--- src/rtl/dmem_pkg.sv ---
// Shared types and default addresses for the data-memory responder.
// No logic; imported by dmem_responder.
// No flow control.
package dmem_pkg;

    typedef enum logic [1:0] {
        ST_IDLE = 2'd0,
        ST_RUN  = 2'd1,
        ST_PASS = 2'd2,
        ST_FAIL = 2'd3
    } state_e;

    localparam logic [31:0] DEF_PASS_ADR    = 32'd84;
    localparam logic [31:0] DEF_PASS_DATA   = 32'd7;
    localparam logic [31:0] DEF_SCRATCH_ADR = 32'd80;

endpackage

--- src/rtl/write_log_fifo.sv ---
// Generic FIFO with sticky overflow flag; DEPTH must be a power of two >= 2.
// Latency: a push is visible at pop_dat the cycle after the push edge.
// Backpressure: a push while full is dropped unless a pop fires in the same cycle.
module write_log_fifo #(
    parameter int WIDTH = 40,
    parameter int DEPTH = 8
) (
    input  logic             clk,
    input  logic             rst_n,
    input  logic             push_vld,
    input  logic [WIDTH-1:0] push_dat,
    output logic             pop_vld,
    input  logic             pop_rdy,
    output logic [WIDTH-1:0] pop_dat,
    output logic             overflow
);

    localparam int AW = $clog2(DEPTH);

    logic [AW:0]      wr_ptr_q, wr_ptr_d;
    logic [AW:0]      rd_ptr_q, rd_ptr_d;
    logic             ovf_q, ovf_d;
    logic [WIDTH-1:0] mem_q [DEPTH];
    logic             empty, full, pop_fire, push_fire;

    // Extra MSB on each pointer distinguishes full from empty when the indices match.
    always_comb begin
        empty     = (wr_ptr_q == rd_ptr_q);
        full      = (wr_ptr_q[AW] != rd_ptr_q[AW]) &&
                    (wr_ptr_q[AW-1:0] == rd_ptr_q[AW-1:0]);
        pop_fire  = pop_rdy && !empty;
        push_fire = push_vld && (!full || pop_fire);
        wr_ptr_d  = wr_ptr_q;
        rd_ptr_d  = rd_ptr_q;
        if (push_fire) wr_ptr_d = wr_ptr_q + 1'b1;
        if (pop_fire)  rd_ptr_d = rd_ptr_q + 1'b1;
        ovf_d     = ovf_q || (push_vld && !push_fire);
    end

    always_ff @(posedge clk or negedge rst_n) begin
        if (!rst_n) begin
            wr_ptr_q <= '0;
            rd_ptr_q <= '0;
            ovf_q    <= 1'b0;
        end else begin
            wr_ptr_q <= wr_ptr_d;
            rd_ptr_q <= rd_ptr_d;
            ovf_q    <= ovf_d;
        end
    end

    always_ff @(posedge clk) begin
        if (push_fire) mem_q[wr_ptr_q[AW-1:0]] <= push_dat;
    end

    assign pop_vld  = !empty;
    assign pop_dat  = mem_q[rd_ptr_q[AW-1:0]];
    assign overflow = ovf_q;

endmodule

--- src/rtl/dmem_responder.sv ---
// Data RAM for a processor under test plus a pass/fail checker watching its stores.
// Latency: read_data combinational; done/pass one edge after the deciding store.
// Backpressure: none on stores; the write log drops and flags overflow when full.
module dmem_responder
    import dmem_pkg::*;
#(
    parameter int          RAM_WORDS   = 64,
    parameter int          LOG_DEPTH   = 8,
    parameter logic [31:0] PASS_ADR    = DEF_PASS_ADR,
    parameter logic [31:0] PASS_DATA   = DEF_PASS_DATA,
    parameter logic [31:0] SCRATCH_ADR = DEF_SCRATCH_ADR
) (
    input  logic        clk,
    input  logic        reset,
    input  logic        start,
    input  logic        mem_write,
    input  logic [31:0] data_adr,
    input  logic [31:0] write_data,
    output logic [31:0] read_data,
    output logic        done,
    output logic        pass,
    output logic [15:0] write_count,
    output logic        log_valid,
    output logic [7:0]  log_adr,
    output logic [31:0] log_data,
    input  logic        log_ready,
    output logic        log_overflow
);

    localparam logic [31:0] RAM_BYTES = 32'(4 * RAM_WORDS);

    state_e      state_q, state_d;
    logic [15:0] cnt_q, cnt_d;
    logic [31:0] ram_q [RAM_WORDS];
    logic [5:0]  word_idx;
    logic        ram_we;
    logic        log_push;
    logic [39:0] log_dat;

    assign word_idx = data_adr[7:2];

    // The RAM is written in every state; only aligned, in-range stores land.
    always_comb begin
        ram_we = mem_write && (data_adr[1:0] == 2'b00) && (data_adr < RAM_BYTES);
    end

    always_ff @(posedge clk or negedge reset) begin
        if (!reset) begin
            for (int i = 0; i < RAM_WORDS; i++) ram_q[i] <= '0;
        end else if (ram_we) begin
            ram_q[word_idx] <= write_data;
        end
    end

    assign read_data = (int'(word_idx) < RAM_WORDS) ? ram_q[word_idx] : '0;

    always_comb begin
        state_d  = state_q;
        cnt_d    = cnt_q;
        log_push = 1'b0;
        case (state_q)
            ST_IDLE: begin
                if (start) state_d = ST_RUN;
            end
            ST_RUN: begin
                if (mem_write) begin
                    log_push = 1'b1;
                    if (cnt_q != 16'hFFFF) cnt_d = cnt_q + 16'd1;
                    // Pass match wins if the pass and scratch addresses ever coincide.
                    if (data_adr == PASS_ADR && write_data == PASS_DATA) state_d = ST_PASS;
                    else if (data_adr == SCRATCH_ADR)                   state_d = ST_RUN;
                    else                                                 state_d = ST_FAIL;
                end
            end
            default: ;
        endcase
    end

    always_ff @(posedge clk or negedge reset) begin
        if (!reset) begin
            state_q <= ST_IDLE;
            cnt_q   <= '0;
        end else begin
            state_q <= state_d;
            cnt_q   <= cnt_d;
        end
    end

    assign log_dat = {data_adr[7:0], write_data};

    write_log_fifo #(
        .WIDTH (40),
        .DEPTH (LOG_DEPTH)
    ) u_log (
        .clk      (clk),
        .rst_n    (reset),
        .push_vld (log_push),
        .push_dat (log_dat),
        .pop_vld  (log_valid),
        .pop_rdy  (log_ready),
        .pop_dat  ({log_adr, log_data}),
        .overflow (log_overflow)
    );

    assign done        = (state_q == ST_PASS) || (state_q == ST_FAIL);
    assign pass        = (state_q == ST_PASS);
    assign write_count = cnt_q;

endmodule

--- config.mk ---
export PLATFORM = sky130hd
export DESIGN_NAME = dmem_responder
export DESIGN_NICKNAME = d
export VERILOG_FILES = /design/src/rtl/dmem_pkg.sv /design/src/rtl/write_log_fifo.sv /design/src/rtl/dmem_responder.sv
export SDC_FILE = /design/constraint.sdc
export NUM_CORES = 2
export LEC_CHECK = 0
export BUFFER_PORTS_ARGS = -buffer_cell sky130_fd_sc_hd__buf_2
export CORE_MARGIN = 2
export CORE_UTILIZATION = 57
export DETAILED_ROUTE_END_ITERATION = 16
export HOLD_SLACK_MARGIN = 0.12
export PLACE_DENSITY = 0.78
export SETUP_SLACK_MARGIN = 0.02
export SLEW_MARGIN = 20
export SYNTH_ARGS = -nofsm -noshare
export SYNTH_HDL_FRONTEND = slang
export SYNTH_SLANG_ARGS = --single-unit
--- constraint.sdc ---
create_clock -name clk -period 12.39 [get_ports clk]
set_input_delay 1.8585 -clock clk [delete_from_list [all_inputs] [get_ports clk]]
set_output_delay 1.8585 -clock clk [all_outputs]
set_load 0.05 [all_outputs]
==> results.md <==
* Outcome: finished, final reports clean
* CTS Buffer Depth at 3
* Initial antenna violation count at 12
* Root Driver: clkbuf_16
* Largest net degree at the start of global routing at 198
* Grt ovf at 0
* Slowest stage delay, CP at 0.81 ns
* Most used cell along the critical path: buf_4
* Synthesis-stage register bit count at 2395
* Critical path's slowest cell: buf_4
* Max-Cap Viols at 0
* CTS Sinks at 2395
* NetSw at 4.25 mW
* WL/cell at 30.9 um
* TritonCTS clock tree: done
* Syn nets at 6544
* Internal cell power at 12.6 mW
* Setup WS pre-CTS at 4.75 ns
* Sequential Area at 61500 sq um
* Sequential power share at 0.478
* Nets@finish at 6477
* Routed Antenna Nets at 0
* Vias/cell at 6.63
* Final Power at 16.8 mW
* Post-layout min period at 7.66 ns
* Clk slew on worst S/H paths at 0.06 ns
* Hpwl dp at 161000 um
* Placed insts at 8668
* PwrDens at 143 nW/um^2
* CP Class: in2out
* Worst setup EP type: primary output
* Post-CTS Setup Repair Bufs at 0
* Area growth syn-to-layout at 9.62%
* Sw Share at 0.253
* Yosys warns at 0
* Clock share of power at 0.424
* Sequential area share after synthesis at 0.575
* Post-synth EDFFs at 320
* CORE AREA at 187000 sq um
* Vias at 60.4k
* VDD IR-drop max at 200 uV
* Total track usage at 0.296
* # fillers at 12.9k
* Final setup skew at 0.0294 ns
* Area of the multi-input gates at 42500 sq um
* Hold slack at 0.480 ns
* Final Hold Viols at 0
* Row count at 159
* Leakage Power at 54.4 nW
* Top_reg_cell synth: dfrtp_1
* Setup Viol. Count Final at 0
* Die Y at 437 um
* Number of global-route vias before repair at 62.9k
* DR pass1 iterations at 5
* Initial Util at 0.572
* DRC at 0
* RSZ-0062 raised after global routing: no
* Fmax at 0.131 GHz
* Mapped Cells at 6472
* Post-Syn Area per Cell at 16.5 sq um
* Hold WC Path Type: reg2reg
* Post-synthesis cell area at 107000 sq um
* Max Slew Vio Count at 0
* Final Non-Filler Cells at 9105
* Worst slew margin at 0.262
* Gp weighted congestion at 0.858
* # hold bufs at CTS at 0
* CP cell instances: buf_8, buf_4, buf_4, inv_1, a21oi_1, mux4_2, o32ai_1, or4_1, buf_2
* Crit path launch type: primary input
* IO Count at 161
* Proportion of layout cells with a drive suffix above 1 at 0.520
* WL final at 281000 um
* First-pass GRT wire length at 420000 um
* Fraction of registers with async set/reset at 0.866
* Critical-path maximum fanout at 81
* Die width at 437 um
* Resize count post-CTS at 0
* Slew at the pin closest to its max-slew limit at 1.11 ns
* PortBufs at 160
* Htree depth at 4
* Die ar. at 191000 sq um
* Req. time, crit path at 10.53 ns
* Worst skew pair latency at 0.91 ns
* Post-synth cell types at 57
* Setup_tns at 0 ns
* 1st-iter DRT viols at 5352
* Inserted Clock Buffers at 227
* Setup ws final at 4.73 ns
* Combinational power share at 0.097
* WP data arrival at 5.80 ns
* Final period util at 0.618
==> flip-flops by register name, indices dropped and copies added, names as in the netlist <==
| signal | flops |
|---|---|
| u_log.overflow | 1 |
| u_log.wr_ptr_q | 4 |
| write_count | 16 |
| u_log.mem_q | 320 |
| state_q | 2 |
| ram_q | 2048 |
| u_log.rd_ptr_q | 4 |
==> synth_stat cells (4+ instances only) <==
cell	instances	area, sq um
o21ai_0	12	60.1
nor3_1	15	75.1
and3_1	5	31.3
o22ai_1	86	538
nand3_1	27	135
mux2_1	38	428
buf_4	158	1190
and2_1	12	75.1
a2111oi_0	12	105
a21o_1	4	30.0
buf_6	48	541
nand2_1	32	120
mux4_2	556	12500
a21oi_1	16	80.1
xnor2_1	16	140
buf_2	104	521
o221ai_1	6	52.6
a211oi_1	29	218
mux2_2	2074	23400
nor4_1	20	125
or4_1	9	67.6
nand4_4	8	170
edfxtp_1	320	9610
dfrtp_1	2075	51900
xor2_1	7	61.3
o31ai_1	9	67.6
buf_1	37	139
nand2b_1	6	37.5
a221o_1	6	60.1
a221oi_1	10	87.6
nor3b_1	4	30.0
nand4_1	13	81.3
nor2_1	91	342
mux2i_1	211	2110
nor2b_1	30	188
clkbuf_1	280	1050
o41ai_1	8	70.1
nor2_4	16	180
a22oi_1	23	173
inv_1	6	22.5
==> metal layers <==
layer	GRT usage	vias up	wire length [um]
li1	-	24178	-
met1	0.411	33159	115000
met2	0.471	2464	135000
met3	0.0579	563	21100
met4	0.105	2	10400
met5	0	-	7
==> final timing paths <==
path                                   start                end  slack (ns)  cells past startpoint
setup / recovery                 data_adr[3]      read_data[15]        4.73                      9
hold / removal                    ram_q[330]         ram_q[330]        0.48                      1
setup reg to reg           u_log.rd_ptr_q[2]  u_log.mem_q[4][4]        8.59                      7
hold reg to reg                   ram_q[330]         ram_q[330]        0.48                      1
max in group asynchronous              reset        ram_q[1246]        8.52                      5
min in group asynchronous              reset        ram_q[1927]        0.97                      1
==> power groups by stage <==
stage	clock network, mW	logic, mW	registers (mW)
6_report	7.14	1.63	8.04
4_1_cts	7.21	1.61	8.07
5_1_grt	7.55	1.72	8.04
3_5_place_dp	0	1.60	8.22
2_1_floorplan	0	1.18	8.13
3_3_place_gp	0	1.58	8.22
==> cells in the final DEF (no fill, tap or decap), types with 7 or more instances in the layout <==
cell type  netlist  final
mux2_2        2074   2074
dfrtp_1       2075   2072
mux4_2         556    556
edfxtp_1       320    320
clkbuf_16        0    229
mux2i_1        211    211
buf_2          104    155
buf_4          158    154
o22ai_1         86     86
clkbuf_8         0     68
nor2_4          16     64
clkbuf_1       280     49
nor2_1          91     42
clkinv_2         0     42
mux2_1          38     38
nand2_1         32     31
a211oi_1        29     29
nor2b_1         30     27
nand3_1         27     25
a22oi_1         23     23
nor4_1          20     19
a21oi_1         16     16
xnor2_1         16     16
buf_12           0     16
nand4_1         13     13
and2_1          12     12
o21ai_0         12     12
a2111oi_0       12     12
nor3_1          15     11
a221oi_1        10     10
bufinv_16        0     10
or4_1            9      9
o31ai_1          9      9
clkinv_1         0      9
nand4_4          8      8
o41ai_1          8      7
xor2_1           7      7
inv_16           0      7
==> final cells by class <==
type	instances	share of cell area
Tap cell	2495	0.0266
Multi-Input combinational cell	3442	0.362
Clock inverter	81	0.00774
Sequential cell	2395	0.524
Clock buffer	350	0.0586
Antenna cell	3	0.0000639
Timing Repair Buffer	331	0.0201
Inverter	8	0.000320
==> critical path, delay by kind of cell <==
kind,cells,cell delay (ns)
muxes,1,0.25
AOI/OAI and AO/OA,2,0.34
and+or+nand+nor,1,0.65
buffers and inverters,5,2.50
==> kinds of logic after synthesis <==
group / after synthesis / synth area share
adders and majority gates: 3 / 0.000351
and+or+nand+nor: 299 / 0.0164
buffers and inverters: 635 / 0.0324
xor gates and xnor gates: 23 / 0.00188
AOI/OAI and AO/OA: 238 / 0.0157
muxes: 2879 / 0.359
DFF: 2395 / 0.575
==> through the flow <==
step	util	instance area [sq um]
finish	0.627	117000
global route	0.627	117000
CTS	0.627	117000
detailed placement	0.585	110000
global placement	0.585	110000
floorplan	-	107000
(Power assumes the default switching activity.)
